**src/rtl/easyaxi_slv_pkg.sv**
```systemverilog
// easyaxi_slv_pkg
//   Shared easyaxi defines and the slave package.
//   The `AXI_* macros are the project-wide widths and encodings. They are
//   guarded so that another easyaxi block may define them first. The package
//   derives typed localparams from them and holds the captured-request record
//   and the beat address/response rules.
//   Optional feature macro used by this block: EASYAXI_SLV_ARBUF_EN.
//   No ports.

`ifndef EASYAXI_DEFINE_SV
`define EASYAXI_DEFINE_SV
`define AXI_ID_W        4
`define AXI_ADDR_W      16
`define AXI_LEN_W       8
`define AXI_SIZE_W      3
`define AXI_BURST_W     2
`define AXI_DATA_W      32
`define AXI_RESP_W      2
`define AXI_BURST_FIXED 2'b00
`define AXI_BURST_INCR  2'b01
`define AXI_BURST_WRAP  2'b10
`define AXI_SIZE_1B     3'b000
`define AXI_SIZE_2B     3'b001
`define AXI_SIZE_4B     3'b010
`define AXI_SIZE_8B     3'b011
`define AXI_SIZE_16B    3'b100
`define AXI_SIZE_32B    3'b101
`define AXI_SIZE_64B    3'b110
`define AXI_SIZE_128B   3'b111
`define AXI_RESP_OKAY   2'b00
`define AXI_RESP_SLVERR 2'b10
`endif

package easyaxi_slv_pkg;

  localparam int ID_W    = `AXI_ID_W;
  localparam int ADDR_W  = `AXI_ADDR_W;
  localparam int LEN_W   = `AXI_LEN_W;
  localparam int SIZE_W  = `AXI_SIZE_W;
  localparam int BURST_W = `AXI_BURST_W;
  localparam int DATA_W  = `AXI_DATA_W;
  localparam int RESP_W  = `AXI_RESP_W;

  typedef enum logic {
    ST_IDLE = 1'b0,
    ST_DATA = 1'b1
  } state_e;

  typedef struct packed {
    logic [ID_W-1:0]    id;
    logic [ADDR_W-1:0]  addr;
    logic [LEN_W-1:0]   len;
    logic [SIZE_W-1:0]  size;
    logic [BURST_W-1:0] burst;
  } ar_req_t;

  // Beat k address. Only INCR advances. WRAP and reserved bursts return an
  // error response, so they simply repeat the start address.
  // The sum wraps silently at the address width.
  function automatic logic [ADDR_W-1:0] beat_addr(input ar_req_t req,
                                                  input logic [LEN_W-1:0] cnt);
    logic [ADDR_W-1:0] off;
    off = ADDR_W'(cnt) << req.size;
    beat_addr = (req.burst == `AXI_BURST_INCR) ? req.addr + off : req.addr;
  endfunction

  function automatic logic beat_slverr(input ar_req_t req);
    logic bad_burst;
    logic bad_size;
    bad_burst = (req.burst != `AXI_BURST_FIXED) && (req.burst != `AXI_BURST_INCR);
    bad_size  = (32'd1 << req.size) > 32'(DATA_W / 8);
    beat_slverr = bad_burst | bad_size;
  endfunction

endpackage

```
**src/rtl/easyaxi_slv_arbuf.sv**
```systemverilog
// easyaxi_slv_arbuf
//   Two-entry AR request FIFO. It is only built when EASYAXI_SLV_ARBUF_EN is
//   defined. The user never pushes when full and never pops when empty,
//   because arready and the pop condition are both derived from these flags.
// Ports:
//   clk, rst_n         clock, asynchronous active-low reset
//   i_push, i_data     write one request
//   i_pop              drop the head entry
//   o_data             head entry (valid when !o_empty)
//   o_full, o_empty    occupancy flags

`ifdef EASYAXI_SLV_ARBUF_EN
module easyaxi_slv_arbuf
  import easyaxi_slv_pkg::*;
(
  input  logic    clk,
  input  logic    rst_n,
  input  logic    i_push,
  input  ar_req_t i_data,
  input  logic    i_pop,
  output ar_req_t o_data,
  output logic    o_full,
  output logic    o_empty
);

  ar_req_t    r_mem [2];
  logic       r_wptr;
  logic       r_rptr;
  logic [1:0] r_cnt;

  always_ff @(posedge clk or negedge rst_n) begin
    if (!rst_n) begin
      r_wptr <= 1'b0;
      r_rptr <= 1'b0;
      r_cnt  <= 2'd0;
    end else begin
      if (i_push) r_wptr <= ~r_wptr;
      if (i_pop)  r_rptr <= ~r_rptr;
      case ({i_push, i_pop})
        2'b10:   r_cnt <= r_cnt + 2'd1;
        2'b01:   r_cnt <= r_cnt - 2'd1;
        default: r_cnt <= r_cnt;
      endcase
    end
  end

  // Storage needs no reset: an entry is only read after it has been written.
  always_ff @(posedge clk) begin
    if (i_push) r_mem[r_wptr] <= i_data;
  end

  assign o_data  = r_mem[r_rptr];
  assign o_full  = (r_cnt == 2'd2);
  assign o_empty = (r_cnt == 2'd0);

endmodule
`endif

```
**src/rtl/easyaxi_slv.sv**
```systemverilog
// easyaxi_slv
//   AXI read-only slave burst engine. It accepts AR requests and returns
//   len+1 R beats. Each beat's data is the beat address, zero-extended.
//   Optional EASYAXI_SLV_ARBUF_EN adds a 2-entry AR FIFO. With it, a new
//   burst can start on the cycle after the previous rlast beat, with no gap.
// Ports:
//   clk, rst_n                    clock, asynchronous active-low reset
//   axi_slv_ar*                   AR channel (valid/ready, id, addr, len, size, burst)
//   axi_slv_r*                    R channel  (valid/ready, id, data, resp, last)
//
// state   | meaning
// --------+----------------------------------------------------------
// ST_IDLE | no burst active; ready to load a request
// ST_DATA | presenting beat r_cnt of the captured request on R

module easyaxi_slv
  import easyaxi_slv_pkg::*;
(
  input  logic                    clk,
  input  logic                    rst_n,
  input  logic                    axi_slv_arvalid,
  output logic                    axi_slv_arready,
  input  logic [`AXI_ID_W-1:0]    axi_slv_arid,
  input  logic [`AXI_ADDR_W-1:0]  axi_slv_araddr,
  input  logic [`AXI_LEN_W-1:0]   axi_slv_arlen,
  input  logic [`AXI_SIZE_W-1:0]  axi_slv_arsize,
  input  logic [`AXI_BURST_W-1:0] axi_slv_arburst,
  output logic                    axi_slv_rvalid,
  input  logic                    axi_slv_rready,
  output logic [`AXI_ID_W-1:0]    axi_slv_rid,
  output logic [`AXI_DATA_W-1:0]  axi_slv_rdata,
  output logic [`AXI_RESP_W-1:0]  axi_slv_rresp,
  output logic                    axi_slv_rlast
);

  state_e           r_state;
  state_e           w_state_nxt;
  ar_req_t          r_req;
  logic [LEN_W-1:0] r_cnt;
  logic [LEN_W-1:0] w_cnt_nxt;
  ar_req_t          w_ar_in;
  ar_req_t          w_load_req;
  logic             w_ar_hs;
  logic             w_r_hs;
  logic             w_last;
  logic             w_can_load;
  logic             w_load;

  assign w_ar_in    = {axi_slv_arid, axi_slv_araddr, axi_slv_arlen,
                       axi_slv_arsize, axi_slv_arburst};
  assign w_ar_hs    = axi_slv_arvalid & axi_slv_arready;
  assign w_r_hs     = axi_slv_rvalid & axi_slv_rready;
  assign w_last     = (r_cnt == r_req.len);
  // The engine can take a new request when idle, or when the last beat is
  // accepted this cycle.
  assign w_can_load = (r_state == ST_IDLE) | (w_r_hs & w_last);

`ifdef EASYAXI_SLV_ARBUF_EN
  logic    w_fifo_push;
  logic    w_fifo_pop;
  logic    w_fifo_full;
  logic    w_fifo_empty;
  ar_req_t w_fifo_head;

  // An empty FIFO is bypassed. This keeps the one-cycle AR-to-beat-0
  // latency when idle. Queued requests always go first, to keep order.
  assign w_fifo_pop  = w_can_load & ~w_fifo_empty;
  assign w_fifo_push = w_ar_hs & ~(w_can_load & w_fifo_empty);
  assign w_load      = w_can_load & (~w_fifo_empty | w_ar_hs);
  assign w_load_req  = w_fifo_empty ? w_ar_in : w_fifo_head;
  assign axi_slv_arready = ~w_fifo_full;

  easyaxi_slv_arbuf u_arbuf (
    .clk     (clk),
    .rst_n   (rst_n),
    .i_push  (w_fifo_push),
    .i_data  (w_ar_in),
    .i_pop   (w_fifo_pop),
    .o_data  (w_fifo_head),
    .o_full  (w_fifo_full),
    .o_empty (w_fifo_empty)
  );
`else
  // arready is high only in IDLE, so a handshake always lands in IDLE.
  assign w_load          = w_can_load & w_ar_hs;
  assign w_load_req      = w_ar_in;
  assign axi_slv_arready = (r_state == ST_IDLE);
`endif

  always_comb begin
    w_state_nxt = r_state;
    w_cnt_nxt   = r_cnt;
    case (r_state)
      ST_IDLE: begin
        if (w_load) begin
          w_state_nxt = ST_DATA;
          w_cnt_nxt   = '0;
        end
      end
      ST_DATA: begin
        if (w_r_hs) begin
          if (w_last) begin
            w_state_nxt = w_load ? ST_DATA : ST_IDLE;
            w_cnt_nxt   = '0;
          end else begin
            w_cnt_nxt = r_cnt + LEN_W'(1);
          end
        end
      end
      default: begin
        w_state_nxt = ST_IDLE;
        w_cnt_nxt   = '0;
      end
    endcase
  end

  always_ff @(posedge clk or negedge rst_n) begin
    if (!rst_n) begin
      r_state <= ST_IDLE;
      r_cnt   <= '0;
      r_req   <= '0;
    end else begin
      r_state <= w_state_nxt;
      r_cnt   <= w_cnt_nxt;
      if (w_load) r_req <= w_load_req;
    end
  end

  // The payload is a function of registered state only. It stays stable
  // while rready is low.
  assign axi_slv_rvalid = (r_state == ST_DATA);
  assign axi_slv_rid    = r_req.id;
  assign axi_slv_rdata  = DATA_W'(beat_addr(r_req, r_cnt));
  assign axi_slv_rresp  = beat_slverr(r_req) ? `AXI_RESP_SLVERR : `AXI_RESP_OKAY;
  // Gate with rvalid: the reset values make cnt == len.
  assign axi_slv_rlast  = axi_slv_rvalid & w_last;

endmodule

```
**config.mk**
```make
export PLATFORM = sky130hd
export DESIGN_NAME = easyaxi_slv
export DESIGN_NICKNAME = d
export VERILOG_FILES = /design/src/rtl/easyaxi_slv_pkg.sv /design/src/rtl/easyaxi_slv_arbuf.sv /design/src/rtl/easyaxi_slv.sv
export SDC_FILE = /design/constraint.sdc
export NUM_CORES = 1
export LEC_CHECK = 0
export CAP_MARGIN = 40
export CORE_MARGIN = 1
export CORE_UTILIZATION = 47
export CTS_BUF_LIST = sky130_fd_sc_hd__clkbuf_4 sky130_fd_sc_hd__clkbuf_8
export DETAILED_ROUTE_END_ITERATION = 8
export PLACE_DENSITY = 0.86
export SYNTH_ARGS = -nofsm -noshare
export SYNTH_HDL_FRONTEND = slang
export SYNTH_SLANG_ARGS = --single-unit
```
**constraint.sdc**
```tcl
create_clock -name clk -period 2.6 [get_ports clk]
set_input_delay 0.26 -clock clk [delete_from_list [all_inputs] [get_ports clk]]
set_output_delay 0.26 -clock clk [all_outputs]
set_load 0.02 [all_outputs]
```
==> summary.md <==
| Metric | Value |
|---|---|
| Final setup skew | 0.00669 ns |
| Die span in y | roughly 84 µm |
| Post-synth EDFFs | 0 |
| Syn. warnings | 0 |
| Crit end category | output port |
| Worst hold path class | in -> async |
| Root Driver | clkbuf_8 |
| Slew Limit Fails | 0 |
| Yosys reg bits | 42 |
| CTS Buf Count | 5 |
| Layout cell share with drive strength beyond 1 | 44.3% |
| Initial Util | between 40 and 50% |
| Reg2Reg Setup Slack | slightly below 0.7 ns |
| Ant diodes | 0 |
| Max-cap viol count | 0 |
| Nets | 518 |
| CTS Sinks | 42 |
| Final core utilization | between 70 and 80% |
| Core Box Area | 0.00642 mm² |
| Largest family of logic cells by synthesized area | multiplexers |
| Crit Path Max Fanout | 4 |
| Die area | 0.00707 mm² |
| CTS tree | done |
| Top cell by count, worst path | buf_6 |
| Detailed placement HPWL | around 6000 µm |
| Worst r2r src | r_cnt[6]$_DFFE_PN0P_ |
| F_max | between 0.3 and 0.4 GHz |
| Vias in the first global route | ~3,200 |
| Total power | approximately 0.0066 W |
| R2R depth | 6 |
| DIE WIDTH | about 84 µm |
| Xor-xnor portion of the synthesized cell area | 4.70% |
| Initial antenna violation count | 0 |
| Routed WL per cell | about 17 µm |
| Mux share of post-synthesis cell area | approximately 16% |
| DRT iter0 DRCs | around 240 |
| Slowest cell on the critical path | dfrtp_2 |
| Post-synth cell types | between 40 and 50 |
| Crit path largest cell delay | about 0.46 ns |
| First-pass GRT wire length | 14,600 µm |
| Drt pass-1 iters | 7 |
| Power Density | between 1000 and 1500 mW/mm² |
| Crit path launch | r_req[3]$_DFFE_PN0P_ |
| Pre-CTS setup slack | -0.910 ns |
| GRT Residual Overflow | 0 |
| Maximum VDD drop | slightly below 0.7 mV |
| Routed WL | between 9000 and 10,000 µm |
| Synth Cell Area | between 0.003 and 0.004 mm² |
| ANT nets after route | 0 |
| Adder-cell share of the synthesized area | between 6 and 7% |
| Clk slew on worst S/H paths | about 0.09 ns |
| Synth async-reset ratio | 100% |
| Critical-path cell list | buf_6 -> mux2i_2 -> mux2_4 -> a21oi_2 -> ha_4 -> a21o_1 -> a221oi_4 -> o21ai_2 -> o21a_1 -> o31ai_4 -> buf_6 |
| R2R Path End | r_cnt[7]$_DFFE_PN0P_ |
| Synthesized instance count | approximately 350 |
| Htree depth | 2 |
| Worst slew pin tran | about 0.61 ns |
| Final worst path period need | 3.30 ns |
| Vias per cell | ~5.7 |
| Post-synthesis simple-gate area fraction | between 10 and 15% |
| Crit path launch type | flop |
| Layout fillers | 400 |
| Leakage | ~2.2 nW |
| PortBufs | 60 |
| Final non-filler cell area | about 0.0048 mm² |
| Register area share after synthesis | between 30% and 40% |
| Most common cell after layout, fill and taps aside | buf_4 |
| Setup CP Type | reg -> out |
| GP Congestion | 0.870 |
| DR vias | slightly above 3,000 |
| Largest net degree at the start of global routing | 35 |
| Status | finished, violations left |
| Compound-Gate Fraction of Synth Area | about 16% |
| Leading cell types in the layout, fill and taps excluded | buf_4 (73), nand2_1 (43), clkdlybuf4s50_1 (43) |
| Post-DP Area | ~0.0043 mm² |
| Worst-Skew Late Latency | 0.30 ns |
| CP Capture Point | axi_slv_rdata[13] |
| Final setup viols | 14 |
| Final TNS setup | -6.71 ns |
| Area Overhead vs Synth | 53.1% |
| CTS Buffer Depth | 2 |
| Final worst path period share | 127% |
| Crit path DAT | just over 3 ns |
| Synthesized area per cell | roughly 9.2 µm² |
| Violations in the final reports | design-rule violations, negative setup slack |
| Post-route DRC | 14 |
| Slew headroom | 59.6% |
| RSZ-0062 raised after global routing | true |
| GRT Total Usage | 25.8% |
| Core Rows | 29 |
| Top FF cell, synth | dfrtp_1 |
| Worst EP required | 2.34 ns |
| Final worst slack | -0.700 ns |
| Hold Violations, Final | 0 |
| I/O Pins | slightly below 80 |
==> metrics by stage <==
step / instances / hold WS [ns]
after floorplan: 361 / -0.0356
after global placement: 517 / 0.444
after detailed placement: 518 / 0.149
after CTS: 535 / 0.353
after global routing: 542 / 0.384
final: 542 / 0.347
==> cell type report <==
class	count	area (µm²)	share of cell area, %
clock buffers	5	68.8	1.42
clock inverters	3	18.8	0.387
inverters	7	26.3	0.542
multi-input cells	273	2400	49.5
flip-flops and latches	42	1050	21.7
well taps	77	96.3	1.99
repair buffers	135	1180	24.4
==> cell usage after synthesis (all sizes together) (3+ instances only) <==
cell type | n | share of area [%]
o21a | 4 | 0.95
clkbuf | 10 | 1.2
xor2 | 11 | 3.0
nor3 | 10 | 1.6
ha | 16 | 6.3
dfrtp | 42 | 33
mux2 | 38 | 14
a21oi | 19 | 3.0
nand3 | 8 | 1.3
nor4 | 3 | 0.79
nand2 | 45 | 5.3
a21o | 5 | 1.2
o31ai | 4 | 1.1
inv | 7 | 0.83
buf | 29 | 6.4
o22ai | 4 | 0.79
nor2 | 11 | 1.3
and3 | 4 | 0.79
nand2b | 3 | 0.59
o21ai | 26 | 4.1
mux2i | 9 | 2.8
o311ai | 3 | 0.83
and2 | 4 | 0.79
nand4 | 4 | 0.79
xnor2 | 6 | 1.7
==> worst min-delay path by stage <==
stage | startpoint | endpoint | slack [ns] | cells past startpoint
6_report | rst_n | r_req[8]$_DFFE_PN0P_ | 0.35 | 2
5_1_grt | rst_n | r_req[10]$_DFFE_PN0P_ | 0.38 | 2
4_1_cts | rst_n | r_req[8]$_DFFE_PN0P_ | 0.35 | 2
3_5_place_dp | rst_n | r_req[8]$_DFFE_PN0P_ | 0.15 | 1
3_3_place_gp | rst_n | r_req[8]$_DFFE_PN0P_ | 0.44 | 1
2_1_floorplan | rst_n | axi_slv_rid[0]$_DFFE_PN0P_ | -0.04 | 0
==> routing by layer <==
layer	GRT usage, %	vias up	routed length [µm]
met3	4.85	34	560
met2	44.7	137	4780
met5	0	-	0
met4	11.9	0	356
met1	30.7	1502	3780
li1	-	1439	-
==> worst max-delay path, delay by kind of cell (launching register included) <==
family / cells / cell delay (ns)
compound gates: 6 / 1.26
mux: 2 / 0.48
flops: 1 / 0.46
buf+inv: 2 / 0.30
fa+ha+maj: 1 / 0.24
==> where the power goes <==
part | switching, W | total, W | internal (W)
Clock | 0.000247 | 0.000436 | 0.000189
Sequential | 0.000322 | 0.00126 | 0.000936
Combinational | 0.00249 | 0.00493 | 0.00245
Total | 0.00305 | 0.00663 | 0.00357
==> cell families (layout without fill, tap and decap cells) <==
logic type | Yosys count | after routing
buffers and inverters | 46 | 150
DFF | 42 | 42
and+or+nand+nor | 96 | 96
AOI/OAI and AO/OA | 79 | 79
adders and majority gates | 17 | 17
other | 1 | 17
xor gates and xnor gates | 17 | 17
muxes | 47 | 47
==> state kept, by name, indices dropped and copies added (netlist names) <==
| register | cells |
|---|---|
| axi_slv_rid | 4 |
| axi_slv_rvalid | 1 |
| r_cnt | 8 |
| r_req | 29 |
==> what timing repair did <==
item | CTS | global route
hold buffers | 1 | 0
gates cloned | 0 | 0
endpoints found under the setup margin | 16 | 16
resized for setup | 125 | 41
buffers inserted | 8 | 7
hold endpoints to repair | 10 | 0
pin swaps | 21 | 15
Power figures use the tool's default switching activity.
